<file path="config.mk">
export PLATFORM = sky130hd
export DESIGN_NAME = coin_collector_flat
export DESIGN_NICKNAME = d
export VERILOG_FILES = /design/src/rtl/coin_collector_pkg.sv /design/src/rtl/coin_collector_if.sv /design/src/rtl/coin_collector_timer.sv /design/src/rtl/coin_collector.sv /design/src/flat_wrapper.sv
export SDC_FILE = /design/constraint.sdc
export NUM_CORES = 1
export LEC_CHECK = 0
export CAP_MARGIN = 20
export CORE_ASPECT_RATIO = 2
export CORE_MARGIN = 8
export CORE_UTILIZATION = 25
export DETAILED_ROUTE_END_ITERATION = 7
export PLACE_DENSITY = 0.46
export SYNTH_ARGS = -nofsm -noshare
export SYNTH_HDL_FRONTEND = slang
export SYNTH_HIERARCHICAL = 1
export SYNTH_SLANG_ARGS = --single-unit
</file>
<file path="constraint.sdc">
create_clock -name clk -period 2.74 [get_ports clk]
set_input_delay 0.822 -clock clk [delete_from_list [all_inputs] [get_ports clk]]
set_output_delay 0.822 -clock clk [all_outputs]
set_load 0.005 [all_outputs]
</file>
<file path="src/rtl/coin_collector_pkg.sv">
// coin_collector_pkg: codes shared with the vending core plus a saturating-increment helper.
//   SERVICE_*   core service state codes (core_ready reflects SERVICE_ON, core_done SERVICE_OFF)
//   item_t      item codes presented on itemTypeIn
//   NTD_10      coin denomination code, VALUE_NTD_10 its value, COST_A price of ITEM_A
package coin_collector_pkg;
  typedef enum logic [1:0] {
    SERVICE_OFF = 2'b00,
    SERVICE_ON  = 2'b01
  } service_t;
  typedef enum logic [1:0] {
    ITEM_NONE = 2'b00,
    ITEM_A    = 2'b01
  } item_t;
  localparam logic [1:0] NTD_10 = 2'b01;
  localparam int unsigned VALUE_NTD_10 = 10;
  localparam int unsigned COST_A = 20;
  function automatic logic [1:0] satInc(input logic [1:0] v, input logic [1:0] lim);
    return (v == lim) ? v : v + 2'd1;
  endfunction
endpackage

</file>
<file path="src/rtl/coin_collector_if.sv">
// coin_collector_if: coin-slot, buyer and vending-core signals around the coin collector.
//   master: drives slot/buyer/core status (coin_pulse, item_sel, cancel, core_ready, core_done)
//   slave:  the collector; drives the core request and the slot/refund feedback
interface coin_collector_if;
  logic       coin_pulse;
  logic [1:0] item_sel;
  logic       cancel;
  logic       core_ready;
  logic       core_done;
  logic [1:0] coinInNTD_10;
  logic [1:0] itemTypeIn;
  logic       req_valid;
  logic       coin_reject;
  logic       refund_valid;
  logic [1:0] refund_count;
  logic       busy;
  modport master (
    output coin_pulse, item_sel, cancel, core_ready, core_done,
    input  coinInNTD_10, itemTypeIn, req_valid, coin_reject, refund_valid, refund_count, busy
  );
  modport slave (
    input  coin_pulse, item_sel, cancel, core_ready, core_done,
    output coinInNTD_10, itemTypeIn, req_valid, coin_reject, refund_valid, refund_count, busy
  );
endinterface

</file>
<file path="src/rtl/coin_collector_timer.sv">
// coin_timeout_timer: 8-bit idle counter that saturates at TERMINAL and flags it.
//   clk, reset (async, active-high), clear (wins over enable), enable, terminal (value == TERMINAL)
module coin_timeout_timer #(
  parameter logic [7:0] TERMINAL = 8'd254
) (
  input  logic clk,
  input  logic reset,
  input  logic clear,
  input  logic enable,
  output logic terminal
);
  logic [7:0] value;
  always_ff @(posedge clk or posedge reset) begin
    if (reset) value <= '0;
    else if (clear) value <= '0;
    else if (enable && value != TERMINAL) value <= value + 8'd1;
  end
  assign terminal = value == TERMINAL;
endmodule

</file>
<file path="src/rtl/coin_collector.sv">
// coin_collector: accumulates coins, latches the item and presents one request to the vending core.
//   clk, reset (async, active-high), bus (coin_collector_if.slave)
//   all bus outputs are registered or decoded from registered state only
module coin_collector
  import coin_collector_pkg::*;
#(
  parameter logic [1:0] MAX_COINS   = 2'd3,
  parameter logic [7:0] TIMEOUT_CYC = 8'd255
) (
  input logic             clk,
  input logic             reset,
  coin_collector_if.slave bus
);
  typedef enum logic [2:0] {IDLE, COLLECT, REQUEST, WAIT_DONE, REFUND} state_t;
  state_t     state, stateNext;
  logic [1:0] count, countNext;
  item_t      itemQ, itemNext;
  logic       coinReject, coinRejectNext;
  logic       timeout;
  logic       reqValid, refunding;
  coin_timeout_timer #(.TERMINAL(TIMEOUT_CYC - 8'd1)) timer (
    .clk(clk),
    .reset(reset),
    .clear(bus.coin_pulse || state != COLLECT),
    .enable(state == COLLECT),
    .terminal(timeout)
  );
  always_ff @(posedge clk or posedge reset) begin
    if (reset) begin
      state      <= IDLE;
      count      <= '0;
      itemQ      <= ITEM_NONE;
      coinReject <= 1'b0;
    end else begin
      state      <= stateNext;
      count      <= countNext;
      itemQ      <= itemNext;
      coinReject <= coinRejectNext;
    end
  end
  always_comb begin
    stateNext      = state;
    countNext      = count;
    itemNext       = itemQ;
    coinRejectNext = 1'b0;
    case (state)
      IDLE: begin
        if (bus.coin_pulse) begin
          countNext = 2'd1;
          stateNext = COLLECT;
        end
      end
      COLLECT: begin
        // a coin beyond MAX_COINS is still physically accepted by the slot but handed back
        countNext      = bus.coin_pulse ? satInc(count, MAX_COINS) : count;
        coinRejectNext = bus.coin_pulse && count == MAX_COINS;
        // a coin arriving on the terminal cycle restarts the idle period instead of refunding
        if (bus.cancel) stateNext = REFUND;
        else if (bus.item_sel == ITEM_A) begin
          itemNext  = ITEM_A;
          stateNext = REQUEST;
        end else if (timeout && !bus.coin_pulse) stateNext = REFUND;
      end
      REQUEST: begin
        coinRejectNext = bus.coin_pulse;
        if (bus.core_ready) stateNext = WAIT_DONE;
      end
      WAIT_DONE: begin
        coinRejectNext = bus.coin_pulse;
        if (bus.core_done) begin
          countNext = '0;
          itemNext  = ITEM_NONE;
          stateNext = IDLE;
        end
      end
      REFUND: begin
        coinRejectNext = bus.coin_pulse;
        countNext      = '0;
        itemNext       = ITEM_NONE;
        stateNext      = IDLE;
      end
      default: begin
        countNext = '0;
        itemNext  = ITEM_NONE;
        stateNext = IDLE;
      end
    endcase
  end
  assign reqValid         = state == REQUEST;
  assign refunding        = state == REFUND;
  assign bus.req_valid    = reqValid;
  assign bus.coinInNTD_10 = reqValid ? count : 2'd0;
  assign bus.itemTypeIn   = reqValid ? itemQ : ITEM_NONE;
  assign bus.refund_valid = refunding;
  assign bus.refund_count = refunding ? count : 2'd0;
  assign bus.busy         = reqValid || state == WAIT_DONE;
  assign bus.coin_reject  = coinReject;
endmodule

</file>
<file path="src/flat_wrapper.sv">
// flat-port wrapper written by rule: the top's interface ports become plain ports
module coin_collector_flat import coin_collector_pkg::*;
#(
  parameter logic [1:0] MAX_COINS   = 2'd3,
  parameter logic [7:0] TIMEOUT_CYC = 8'd255
)
  (clk, reset, bus_coin_pulse, bus_item_sel, bus_cancel, bus_core_ready, bus_core_done, bus_coinInNTD_10, bus_itemTypeIn, bus_req_valid, bus_coin_reject, bus_refund_valid, bus_refund_count, bus_busy);
  coin_collector_if bus_i ();
  input logic clk;
  input logic reset;
  input wire logic [$bits(bus_i.coin_pulse)-1:0] bus_coin_pulse;
  input wire logic [$bits(bus_i.item_sel)-1:0] bus_item_sel;
  input wire logic [$bits(bus_i.cancel)-1:0] bus_cancel;
  input wire logic [$bits(bus_i.core_ready)-1:0] bus_core_ready;
  input wire logic [$bits(bus_i.core_done)-1:0] bus_core_done;
  output wire logic [$bits(bus_i.coinInNTD_10)-1:0] bus_coinInNTD_10;
  output wire logic [$bits(bus_i.itemTypeIn)-1:0] bus_itemTypeIn;
  output wire logic [$bits(bus_i.req_valid)-1:0] bus_req_valid;
  output wire logic [$bits(bus_i.coin_reject)-1:0] bus_coin_reject;
  output wire logic [$bits(bus_i.refund_valid)-1:0] bus_refund_valid;
  output wire logic [$bits(bus_i.refund_count)-1:0] bus_refund_count;
  output wire logic [$bits(bus_i.busy)-1:0] bus_busy;
  assign bus_i.coin_pulse = bus_coin_pulse;
  assign bus_i.item_sel = bus_item_sel;
  assign bus_i.cancel = bus_cancel;
  assign bus_i.core_ready = bus_core_ready;
  assign bus_i.core_done = bus_core_done;
  assign bus_coinInNTD_10 = bus_i.coinInNTD_10;
  assign bus_itemTypeIn = bus_i.itemTypeIn;
  assign bus_req_valid = bus_i.req_valid;
  assign bus_coin_reject = bus_i.coin_reject;
  assign bus_refund_valid = bus_i.refund_valid;
  assign bus_refund_count = bus_i.refund_count;
  assign bus_busy = bus_i.busy;
  coin_collector #(.MAX_COINS(MAX_COINS), .TIMEOUT_CYC(TIMEOUT_CYC)) u_core (.clk(clk), .reset(reset), .bus(bus_i));
endmodule
</file>
== Word level (Yosys, flattened, before mapping) ==
Cells that the tools add are included.
Storage, ports and cells
  output and inout bits: 10
  register bits: 16
  word-level logic and storage cells: 60
Operators by class
  $add $sub $neg: 2
  equality and inequality tests: 17
  reductions and logical operators: 13
  bitwise logic cells: 2
  multiplexer cells: 21
Operator list (number)
  2-bit two-way mux: 9
  3-bit two-way mux: 6
  8-bit two-way mux: 2
  2-bit != test, second input constant: 6
  3-bit one-hot mux with 4 select lines: 1
  8-bit by 1-bit adder with 8-bit output, second input constant: 1
  8-bit == test, second input constant: 1
  8-bit != test, second input constant: 1
  2-bit one-hot mux with 4 select lines: 1
  4-bit AND reduction: 2
  3-bit by 2-bit == test with 1-bit output, second input constant: 2
  2-bit one-hot mux with 3 select lines: 1
  5-bit AND reduction: 1
  4-bit by 2-bit != test with 1-bit output, second input constant: 1
  3-bit by 1-bit == test with 1-bit output, second input constant: 1
  3-bit == test, second input constant: 1
  1-bit logical AND: 3
  3-bit zero test: 1
  3-bit by 1-bit != test with 1-bit output, second input constant: 1
  3-bit OR reduction: 1
  2-bit by 1-bit adder with 2-bit output, second input constant: 1
  2-bit by 1-bit == test with 1-bit output, second input constant: 1
  2-bit == test, second input constant: 1
  1-bit logical OR: 2
  other kinds (6): 7

== Depth between registers and ports, before layout ==
  depth in word-level cells: 6
  depth in mapped cells: 7

== Cells and area by module ==
The synthesis kept the hierarchy.
Modules (own cells, without submodules)
  coin_timeout_timer: instances 1, sequential area each 200.2 sq um, area an instance 500.5 sq um, cells an instance 52
  coin_collector: instances 1, sequential area each 175.2 sq um, area an instance 465.4 sq um, cells an instance 52

== Worst setup path before layout ==
OpenSTA, ideal clock, no wires.
  path kind: register to output
  start point: register u_core.state[1]
  end point: output bus_refund_count[0]
  data required time: 1.918 ns
  setup slack: 0.976 ns
  arrival time: 0.942 ns
  stages on the path, launching flop included: 4
  path buffers: 1
  cell sequence: dfrtp_1 buf_6 nor3b_2 and2_1
On the way
  longest elaborated chain between the ends: 2
RTL lines
  start, declared: RTL line coin_collector.sv:15  | state_t state, stateNext;
  start signal, assigned: RTL line coin_collector.sv:35  | state <= stateNext;
  3-bit == test: RTL line coin_collector.sv:90  | assign refunding = state == REFUND;
  named net bus_refund_valid: RTL line flat_wrapper.sv:20  | output wire logic [$bits(bus_i.refund_valid)-1:0] bus_refund_valid;
  2-bit two-way mux: RTL line coin_collector.sv:95  | assign bus.refund_count = refunding ? count : 2'd0;
  end, declared: RTL line flat_wrapper.sv:21  | output wire logic [$bits(bus_i.refund_count)-1:0] bus_refund_count;
The timed path passes the listed nets, and every way through them passes these cells.

== Final worst setup path ==
  start point: register u_core.state[1]
  end point: output bus_refund_count[1]
On the way
  longest elaborated chain between the ends: 2
RTL lines (RTL line)
  3-bit == test: coin_collector.sv:90
  2-bit two-way mux: coin_collector.sv:95
Every way passes these cells.

==> summary.txt <==
Sequential share of the synthesized area = 38.86%
R2R Setup Slk = 1.06 ns
TNS Setup = 0 ns
Yosys cell types = 36
Worst-path fanout max = 9
Vias = 792
Initial antenna violation count = 0
DP Cell Count = 167
Die width = 59.95 um
Fin crit share = 92.98%
Cts repair resizes = 0
CP startpoint kind = flop
Slew Limit Fails = 0
Power Internal = 547.8 uW
# diodes = 0
Compound-gate portion of the synthesized area = 21.50%
Final non-filler cell total = 171
Cts hold-fix bufs = 0
Top cells by count, synth = 15 x dfrtp_1, 10 x nand2_1, 9 x a21oi_1
Post-Route WL = 2275 um
Initial DRC count = 15
Port bufs = 16
Die outline area = 0.006229 mm2
Sw frac = 36.08%
Via density = 4.632
Worst Path Required = 1.92 ns
Post-synthesis adder-cell area fraction = 3.886%
Top area cells in the synthesized netlist = dfrtp_1 39%, a21oi_1 4.7%, and2_1 3.9%, ha_1 3.9%, nand2_1 3.9%
Sequential Power Share = 39.2%
DRC viols = 0
Critical Path Sink Type = primary output
Pleak = 0.4966 nW
Post-Syn Area = 965.9 um2
Final setup violating endpoints = 0
Max Fclk = 392.5 MHz
Initial Util = 25.66%
Final core utilization = 32.05%
Fillcell total = 425
Clock-pin slew on the worst setup and hold paths = 0.06 ns
Multiplexer area fraction after synthesis = 1.554%
Nets@finish = 132
DRT Pass-1 Iters = 4
Chip height = 103.9 um
Largest family of logic cells by synthesized area = simple AND/OR/NAND/NOR gates
Clock Sinks = 15
Critical path class = reg -> out
Synthesis-to-finish area growth = 24.87%
Vias in the first global route = 787
Pwr/cell area = 710.5 mW/mm2
Yosys top cell area share = 38.86%
CTS tree = yes
Htree depth = 1
EDFF count, synth = 0
Peak supply drop = 460.5 uV
Root Buffer = clkbuf_8
Rows = 32
Layout cells sized above 1 = 10.83%
Longest Clk Path Bufs = 2
DP Wirelength = 1666 um
Final Critical Period = 2.548 ns
Ys flop type = dfrtp_1
First-pass GRT wire length = 3926 um
Io pins = 18
Clock network power share = 21.7%
Outcome = finished clean
GR Overflow Total = 0
RSZ-0062 raised after global routing = false
Comb power frac = 39.1%
Setup Fix Bufs, Post-CTS = 0
Placer Congestion = 0.7334
Area leader, netlist = dfrtp_1
Worst min path class = reg -> reg
Max-cap violation count = 0
CTS Buf Count = 3
XOR/XNOR Fraction of Synth Area = 0%
Clk_lat worst skew = 0.25 ns
Post-Synth Simple-Gate Area = 27.33%
Post-synth ARST share = 100.0%
Syn_area_per_cell = 9.288 um2
Arr. time, crit path = 1.73 ns
P_sw = 309.2 uW
FF+latch count, synth = 15
Clock skew = 0.001619 ns
Cells after Synth = 104
Pin count of the biggest net entering global routing = 13
Gr usage total = 7.900%
Hold Vio Cnt, Final = 0
Synth warn = 6
Avg WL per Cell = 13.30 um
Final ANT Viol Nets = 0
Core Box Area = 0.003764 mm2
Syn_nets = 115
Top-count cell post-synth = dfrtp_1
-- critical path, stage by stage (launching register included) --
cell and delay [ns]:
dfrtp_1 0.40, buf_4 0.18, nor3b_2 0.24, and2_1 0.15, clkdlybuf4s50_1 0.50
-- final cells by class --
type	count	area (um2)	area share [%]
Clock buffer	4	45.04	3.734
Inverter	5	18.77	1.556
Multi-Input combinational cell	78	528.0	43.78
Sequential cell	15	375.4	31.12
Tap cell	51	63.81	5.290
Timing Repair Buffer	18	175.2	14.52
-- layout by cell type, fill, tap and decap left out, drive strengths merged --
| master | synthesis | layout |
|---|---|---|
| a211oi | 3 | 3 |
| a21boi | 2 | 2 |
| a21oi | 10 | 10 |
| a311oi | 3 | 3 |
| a31oi | 2 | 2 |
| a32o | 1 | 1 |
| a41oi | 2 | 2 |
| and2 | 6 | 6 |
| and2b | 1 | 1 |
| and3 | 5 | 5 |
| and4 | 1 | 1 |
| buf | 6 | 2 |
| clkbuf | 0 | 4 |
| clkdlybuf4s50 | 0 | 16 |
| conb | 1 | 1 |
| dfrtp | 15 | 15 |
| ha | 3 | 3 |
| inv | 5 | 5 |
| mux2 | 1 | 1 |
| nand2 | 10 | 10 |
| nand2b | 3 | 3 |
| nand3 | 5 | 5 |
| nand4b | 1 | 1 |
| nor2 | 4 | 4 |
| nor2b | 2 | 2 |
| nor3 | 5 | 5 |
| nor3b | 2 | 2 |
| nor4 | 1 | 1 |
| o21a | 3 | 3 |
| o221a | 1 | 1 |
-- state kept, by name, summed over array words and instances, names as in the netlist --
name / cells
u_core/timer/value: 8
u_core/state: 3
u_core/count: 2
u_core/bus.coin_reject: 1
u_core/itemQ: 1
-- metal layers --
| metal | share of wire, % | track usage (%) | up-vias |
|---|---|---|---|
| met4 | 1.7 | 4.131 | 0 |
| li1 | - | - | 406 |
| met5 | 0 | 0 | - |
| met2 | 44 | 11.19 | 11 |
| met1 | 51 | 10.79 | 371 |
| met3 | 3.0 | 1.487 | 4 |
-- power groups by stage --
stage,Sequential [mW],Combinational [mW],Clock (mW)
global placement,0.344,0.342,0
global route,0.346,0.369,0.200
floorplan,0.308,0.256,0
CTS,0.337,0.339,0.193
detailed placement,0.341,0.338,0
finish,0.336,0.335,0.186
-- path summary, 6_finish.rpt --
path | startpoint | endpoint | cells past startpoint
worst min-delay path | u_core/itemQ[0] | u_core/itemQ[0] | 2
min in group asynchronous | reset | u_core/state[1] | 2
worst min register to register | u_core/itemQ[0] | u_core/itemQ[0] | 2
max in group asynchronous | reset | u_core/timer/value[5] | 2
worst max register to register | u_core/state[0] | u_core/timer/value[7] | 5
worst max-delay path | u_core/state[1] | bus_refund_count[1] | 4
-- cell families (layout without fill, tap and decap cells) --
group,after synthesis,in the layout
simple gates,46,46
compound gates,27,27
flops,15,15
buf+inv,11,27
fa+ha+maj,3,3
other cells,1,1
mux,1,1
-- stage by stage --
| step | area [um2] | hold WS [ns] | worst slack, ns | total power [mW] |
|---|---|---|---|---|
| 6_report | 1206 | 0.5145 | 0.1924 | 0.8570 |
| 4_1_cts | 1206 | 0.5194 | 0.1803 | 0.8695 |
| 5_1_grt | 1206 | 0.5352 | 0.1125 | 0.9150 |
| 3_3_place_gp | 1161 | 0.5107 | 0.4520 | 0.6853 |
| 3_5_place_dp | 1161 | 0.5100 | 0.4607 | 0.6795 |
| 2_1_floorplan | 965.9 | 0.4957 | 0.9757 | 0.5648 |
Note: power is estimated with default switching activity, not from simulation.
==> RTL change 1 (same settings) <==
Re-encode `state_t` (5 states) as one-hot, 5 bits wide.
--- a/src/rtl/coin_collector.sv
+++ b/src/rtl/coin_collector.sv
@@ -11,7 +11,7 @@
   input logic             reset,
   coin_collector_if.slave bus
 );
-  typedef enum logic [2:0] {IDLE, COLLECT, REQUEST, WAIT_DONE, REFUND} state_t;
+  typedef enum logic [4:0] {IDLE = 5'b00001, COLLECT = 5'b00010, REQUEST = 5'b00100, WAIT_DONE = 5'b01000, REFUND = 5'b10000} state_t;
   state_t     state, stateNext;
   logic [1:0] count, countNext;
   item_t      itemQ, itemNext;
Formal check against the unedited RTL: same outputs for any inputs over 10 cycles, from zero or initial values and one cycle with reset high; not proved beyond that.
==> RTL change 1 against the unedited design <==
Sequential cell count up 2; utilization shrank 1.4 points; critical endpoint is now bus_refund_count[0]; clock power increased by 5%; setup slack worse by 0.087 ns; design area up 15%; synthesized area rose by 20%; global-route usage fell by 0.13 points; combinational power down 34%; count of clock-buffer cells in the layout unchanged; critical path type unchanged; highest routed layer is now met3; routed wire length increased by 18%; final cell count grew 15%; total power shrank 11%.
==> RTL change 1: results (changes against the unedited design) <==
Power and ir drop
- **Internal** 0.000486 W, -11%
- **leakage dissipation** 0.569 nW, +15%
- **Tot Pwr** 0.000767 W, -11%
- **Clk network pwr share** 25.5%, +3.8 points
- **P_comb** 0.000222 W, -34%
- **maximum vdd ir drop** 245 uV, -47%

GRT
- **met1 track demand over resource in global routing** 10.2%, -0.60 points
- **met3 track demand over resource in global routing** 1.79%, +0.31 points
- **vias in the first global route** 1,013, +29%
- **wire length of the first global-routing pass** 4740 um, +21%
- **overall routing resource usage** 7.77%, -0.13 points
- **largest net degree at the start of global routing** 13, unchanged

Synthesis
- **number of instances in the synthesized netlist** 130, +25%
- **top area cells in the synthesized netlist** sky130_fd_sc_hd__dfrtp_1 35%, sky130_fd_sc_hd__a21oi_1 5.2%, sky130_fd_sc_hd__nand2_1 4.2%, sky130_fd_sc_hd__and3_1 3.2%, sky130_fd_sc_hd__ha_1 3.2%
- **post-synthesis sequential area ratio** 36.9%, -2.0 points
- **list of most frequent post-synthesis cells** 16 x sky130_fd_sc_hd__dfrtp_1, 13 x sky130_fd_sc_hd__nand2_1, 12 x sky130_fd_sc_hd__a21oi_1, 8 x sky130_fd_sc_hd__inv_1, 8 x sky130_fd_sc_hd__nor2_1
- **number of nets in the synthesized netlist** 141, +23%
- **multiplexer fraction of the synthesized cell area** 1.30%, -0.26 points
- **parity-gate share of the synthesized area counting xor and xnor cells** 0.758%, +0.76 points
- **Synth Area in Adders** 3.25%, -0.64 points
- **share of the synthesized area in compound gates (AO/OA/AOI/OAI)** 20.5%, -1.0 points
- **synth unique cells** 47, +31%

Layout
- **non-filler instance count after layout** 197, +15%
- **Post-Route Utilization** 30.7%, -1.4 points
- **net total in the final layout** 154, +17%
- **fraction of final layout cells sized beyond drive strength 1** 10.6%, -0.27 points

Route
- **drt first-iter violations** 25, +10
- **top metal layer carrying routed signals** met3
- **routed length on met1** 1290 um, +10%
- **Total Routed Length** 2690 um, +18%
- **met2 wire len** 1320 um, +32%
- **routed wire length on met3** 86 um, +25%
- **average via count per standard cell** 4.93, +6.5%

Run status
- **result of the run** finished, final reports clean

Worst setup path
- **number of cells traversed by the worst register-to-register path** 6, +1
- **Largest delay share family, worst path** simple AND/OR/NAND/NOR gates
- **Data arrival, critical path** 1.81 ns, +0.08 ns
- **startpoint of the most critical register-to-register path** u_core/state[0]
- **Critical R2R Capture** u_core/timer/value[0]
- **capture point of the critical path** bus_refund_count[0]
- **R2R Setup Slk** 0.72 ns, -0.34 ns

Placed design
- **dpl cell area** 1330 um2, +14%
- **RD Place Congestion** 0.813, +11%
- **minimum setup slack after placement** 0.335 ns, -0.126 ns
- **post-detailed-placement half-perimeter wirelength** 2030 um, +22%
- **Placed Cells** 193, +16%

Clock tree
- **number of levels the H-tree was split into** 1, unchanged
- **root buffer cell** sky130_fd_sc_hd__clkbuf_8

Timing
- **post-route fraction of the period consumed by the critical path** 96.2%, +3.2 points
- **skew final** 0.00114 ns, -0.000482 ns

## RTL change 1: cell count changes in the layout (fill, tap and decap cells not counted), sizes merged, moves of 3 or more
cell   change
o21ai      +3
nor2       +4
inv        +3
nor3       +3
nand2      +4
## RTL change 1: worst min-delay path by stage
stage	from	end	slack [ns]	depth (start not counted)
floorplan	u_core/itemQ[0]	u_core/itemQ[0]	0.48	2
global placement	u_core/timer/value[7]	u_core/timer/value[7]	0.53	1
detailed placement	u_core/timer/value[7]	u_core/timer/value[7]	0.54	1
CTS	u_core/timer/value[7]	u_core/timer/value[7]	0.55	1
global route	u_core/timer/value[7]	u_core/timer/value[7]	0.58	1
finish	u_core/timer/value[7]	u_core/timer/value[7]	0.55	1
## RTL change 1: final cells by class
type / instances / share of cell area (%)
well taps: 55 / 4.97
repair buffers: 16 / 11.6
clock buffers: 4 / 3.25
flip-flops and latches: 17 / 30.8
inverters: 8 / 2.17
multi-input cells: 97 / 47.2
==> RTL change 2 (config.mk and constraints unchanged) <==
Without the edit above. `TIMEOUT_CYC` is set to 8'd255 in 2 places; all go to 8'd128.
--- a/src/rtl/coin_collector.sv
+++ b/src/rtl/coin_collector.sv
@@ -5,7 +5,7 @@
   import coin_collector_pkg::*;
 #(
   parameter logic [1:0] MAX_COINS   = 2'd3,
-  parameter logic [7:0] TIMEOUT_CYC = 8'd255
+  parameter logic [7:0] TIMEOUT_CYC = 8'd128
 ) (
   input logic             clk,
   input logic             reset,
--- a/src/flat_wrapper.sv
+++ b/src/flat_wrapper.sv
@@ -2,7 +2,7 @@
 module coin_collector_flat import coin_collector_pkg::*;
 #(
   parameter logic [1:0] MAX_COINS   = 2'd3,
-  parameter logic [7:0] TIMEOUT_CYC = 8'd255
+  parameter logic [7:0] TIMEOUT_CYC = 8'd128
 )
   (clk, reset, bus_coin_pulse, bus_item_sel, bus_cancel, bus_core_ready, bus_core_done, bus_coinInNTD_10, bus_itemTypeIn, bus_req_valid, bus_coin_reject, bus_refund_valid, bus_refund_count, bus_busy);
   coin_collector_if bus_i ();
Check against the original RTL: no difference found for any inputs over 10 cycles, from zero or initial values and one cycle with reset high; that may be too few to reach the edited logic, so the function may still have changed.
==> RTL change 2 against the unedited design <==
Sequential cell count unchanged; critical path depth unchanged; design area fell by 2.8%; sequential power rose by 2%; synthesized area is 4.3% lower; via count grew 0.63%; setup slack got worse by 0.039 ns; routed wire length shrank 2.2%; total power fell by 6.0%; hold slack improved by 0.018 ns; critical endpoint is now bus_itemTypeIn[0]; largest cell class unchanged.
==> RTL change 2: results (changes against the unedited design) <==
Worst setup path
- **Data arrival, critical path** 1.76 ns, +0.03 ns
- **number of cells traversed by the worst register-to-register path** 4, -1
- **startpoint of the most critical register-to-register path** u_core/state[0]
- **cell at the slowest stage of the critical path** sky130_fd_sc_hd__clkdlybuf4s50_1
- **Largest delay share family, worst path** simple AND/OR/NAND/NOR gates
- **critical path fanouts, max** 12, +3

Synthesis
- **post-synthesis sequential area ratio** 40.6%, +1.7 points
- **Synth Warn #** 6, unchanged
- **top area cells in the synthesized netlist** sky130_fd_sc_hd__dfrtp_1 41%, sky130_fd_sc_hd__a21oi_1 4.9%, sky130_fd_sc_hd__and2_1 4.1%, sky130_fd_sc_hd__nand2b_1 4.1%, sky130_fd_sc_hd__o21a_1 3.2%
- **number of instances in the synthesized netlist** 98, -5.8%
- **post-synthesis async set-or-reset flop share** 100%, unchanged
- **list of most frequent post-synthesis cells** 15 x sky130_fd_sc_hd__dfrtp_1, 9 x sky130_fd_sc_hd__a21oi_1, 6 x sky130_fd_sc_hd__and2_1, 6 x sky130_fd_sc_hd__nand2_1, 6 x sky130_fd_sc_hd__nand2b_1
- **synth unique cells** 39, +8.3%
- **number of nets in the synthesized netlist** 108, -6.1%
- **most frequent cell after synthesis** sky130_fd_sc_hd__dfrtp_1

Clock tree
- **post-CTS setup repair buffer count** 0, unchanged
- **number of levels the H-tree was split into** 1, unchanged
- **clock-pin slew reported for the worst setup and hold paths after clock tree synthesis** 0.06 ns, about the same
- **number of clock buffers inserted by TritonCTS** 3, unchanged

Route
- **average via count per standard cell** 4.86, +4.9%
- **detailed-route wire length per cell** 13.6 um, +1.9%
- **via count of the routed design** 797, +0.63%
- **Detailed Routing Iterations Pass 1** 4, unchanged
- **drt first-iter violations** 12, -3

Power and ir drop
- **leakage dissipation** 0.494 nW, -0.47%
- **power per cell area** 687 nW/um2, -3.3%
- **maximum vdd ir drop** 256 uV, -45%

Layout
- **registers with the highest flip-flop counts** u_core/timer/value (8), u_core/state (3), u_core/count (2)
- **fraction of final layout cells sized beyond drive strength 1** 11.3%, +0.47 points
- **net total in the final layout** 126, -4.5%
- **number of inserted filler cells in the final layout** 395, -7.1%

GRT
- **overall routing resource usage** 7.69%, -0.21 points
- **vias in the first global route** 819, +4.1%
- **wire length of the first global-routing pass** 3640 um, -7.4%

Placed design
- **RD Place Congestion** 0.768, +4.7%
- **post-detailed-placement half-perimeter wirelength** 1800 um, +8.1%
- **dpl cell area** 1130 um2, -3.0%
- **Placed Cells** 160, -4.2%
- **minimum setup slack after placement** 0.255 ns, -0.205 ns

Run status
- **result of the run** finished, final reports clean

Timing
- **skew final** 0.00232 ns, +0.000699 ns

Min path
- **worst min-delay path class** reg -> reg

## RTL change 2: changes by cell type after synthesis, moves of 3 or more
cell	unedited run	this run
sky130_fd_sc_hd__nor3_1	4	1
sky130_fd_sc_hd__o21ai_0	0	3
sky130_fd_sc_hd__nand3_1	5	2
sky130_fd_sc_hd__nand2_1	10	6
sky130_fd_sc_hd__nand2b_1	3	6
## RTL change 2: power breakdown
group / switching, W / leakage, nW / internal [W]
logic: 0.000126 / 0.270 / 0.000159
clock network: 0.0000729 / 0.0228 / 0.000103
registers: 0.0000755 / 0.201 / 0.000269
total: 0.000275 / 0.494 / 0.000531
## RTL change 2: path summary, 6_finish.rpt
check / slack [ns] / to
max in group asynchronous: 1.63 / u_core/timer/value[7]
min: 0.53 / u_core/itemQ[0]
min in group asynchronous: 0.84 / u_core/state[0]
min reg2reg: 0.53 / u_core/itemQ[0]
max reg2reg: 0.81 / u_core/timer/value[5]
max: 0.15 / bus_itemTypeIn[0]
## RTL change 2: logic make-up after synthesis
kind of cell	share of synthesized area [%]
simple gates	30.4
compound gates	19.4
flops	40.6
buf+inv	4.19
mux	2.30
fa+ha+maj	2.71
other cells	0.406
## RTL change 2: layer usage
layer	vias to the layer above	wire (um)	part of all wire [%]	GRT usage [%]
li1	387	-	-	-
met1	388	848	38	6.63
met2	18	1230	55	15.4
met3	4	120	5.4	1.64
met4	0	26	1.2	3.90
met5	-	0	0	0
## RTL change 2: repair_timing
item                       in CTS  in global routing
resized for setup               1                  0
hold buffers                    0                  0
setup endpoints to repair       3                  0
## RTL change 2: cell type report
cell class              instances  share of cell area, %
multi-input cells              76                   43.5
clock buffers                   4                   3.84
flip-flops and latches         15                   32.1
inverters                       3                  0.961
repair buffers                 17                   14.3
well taps                      49                   5.23
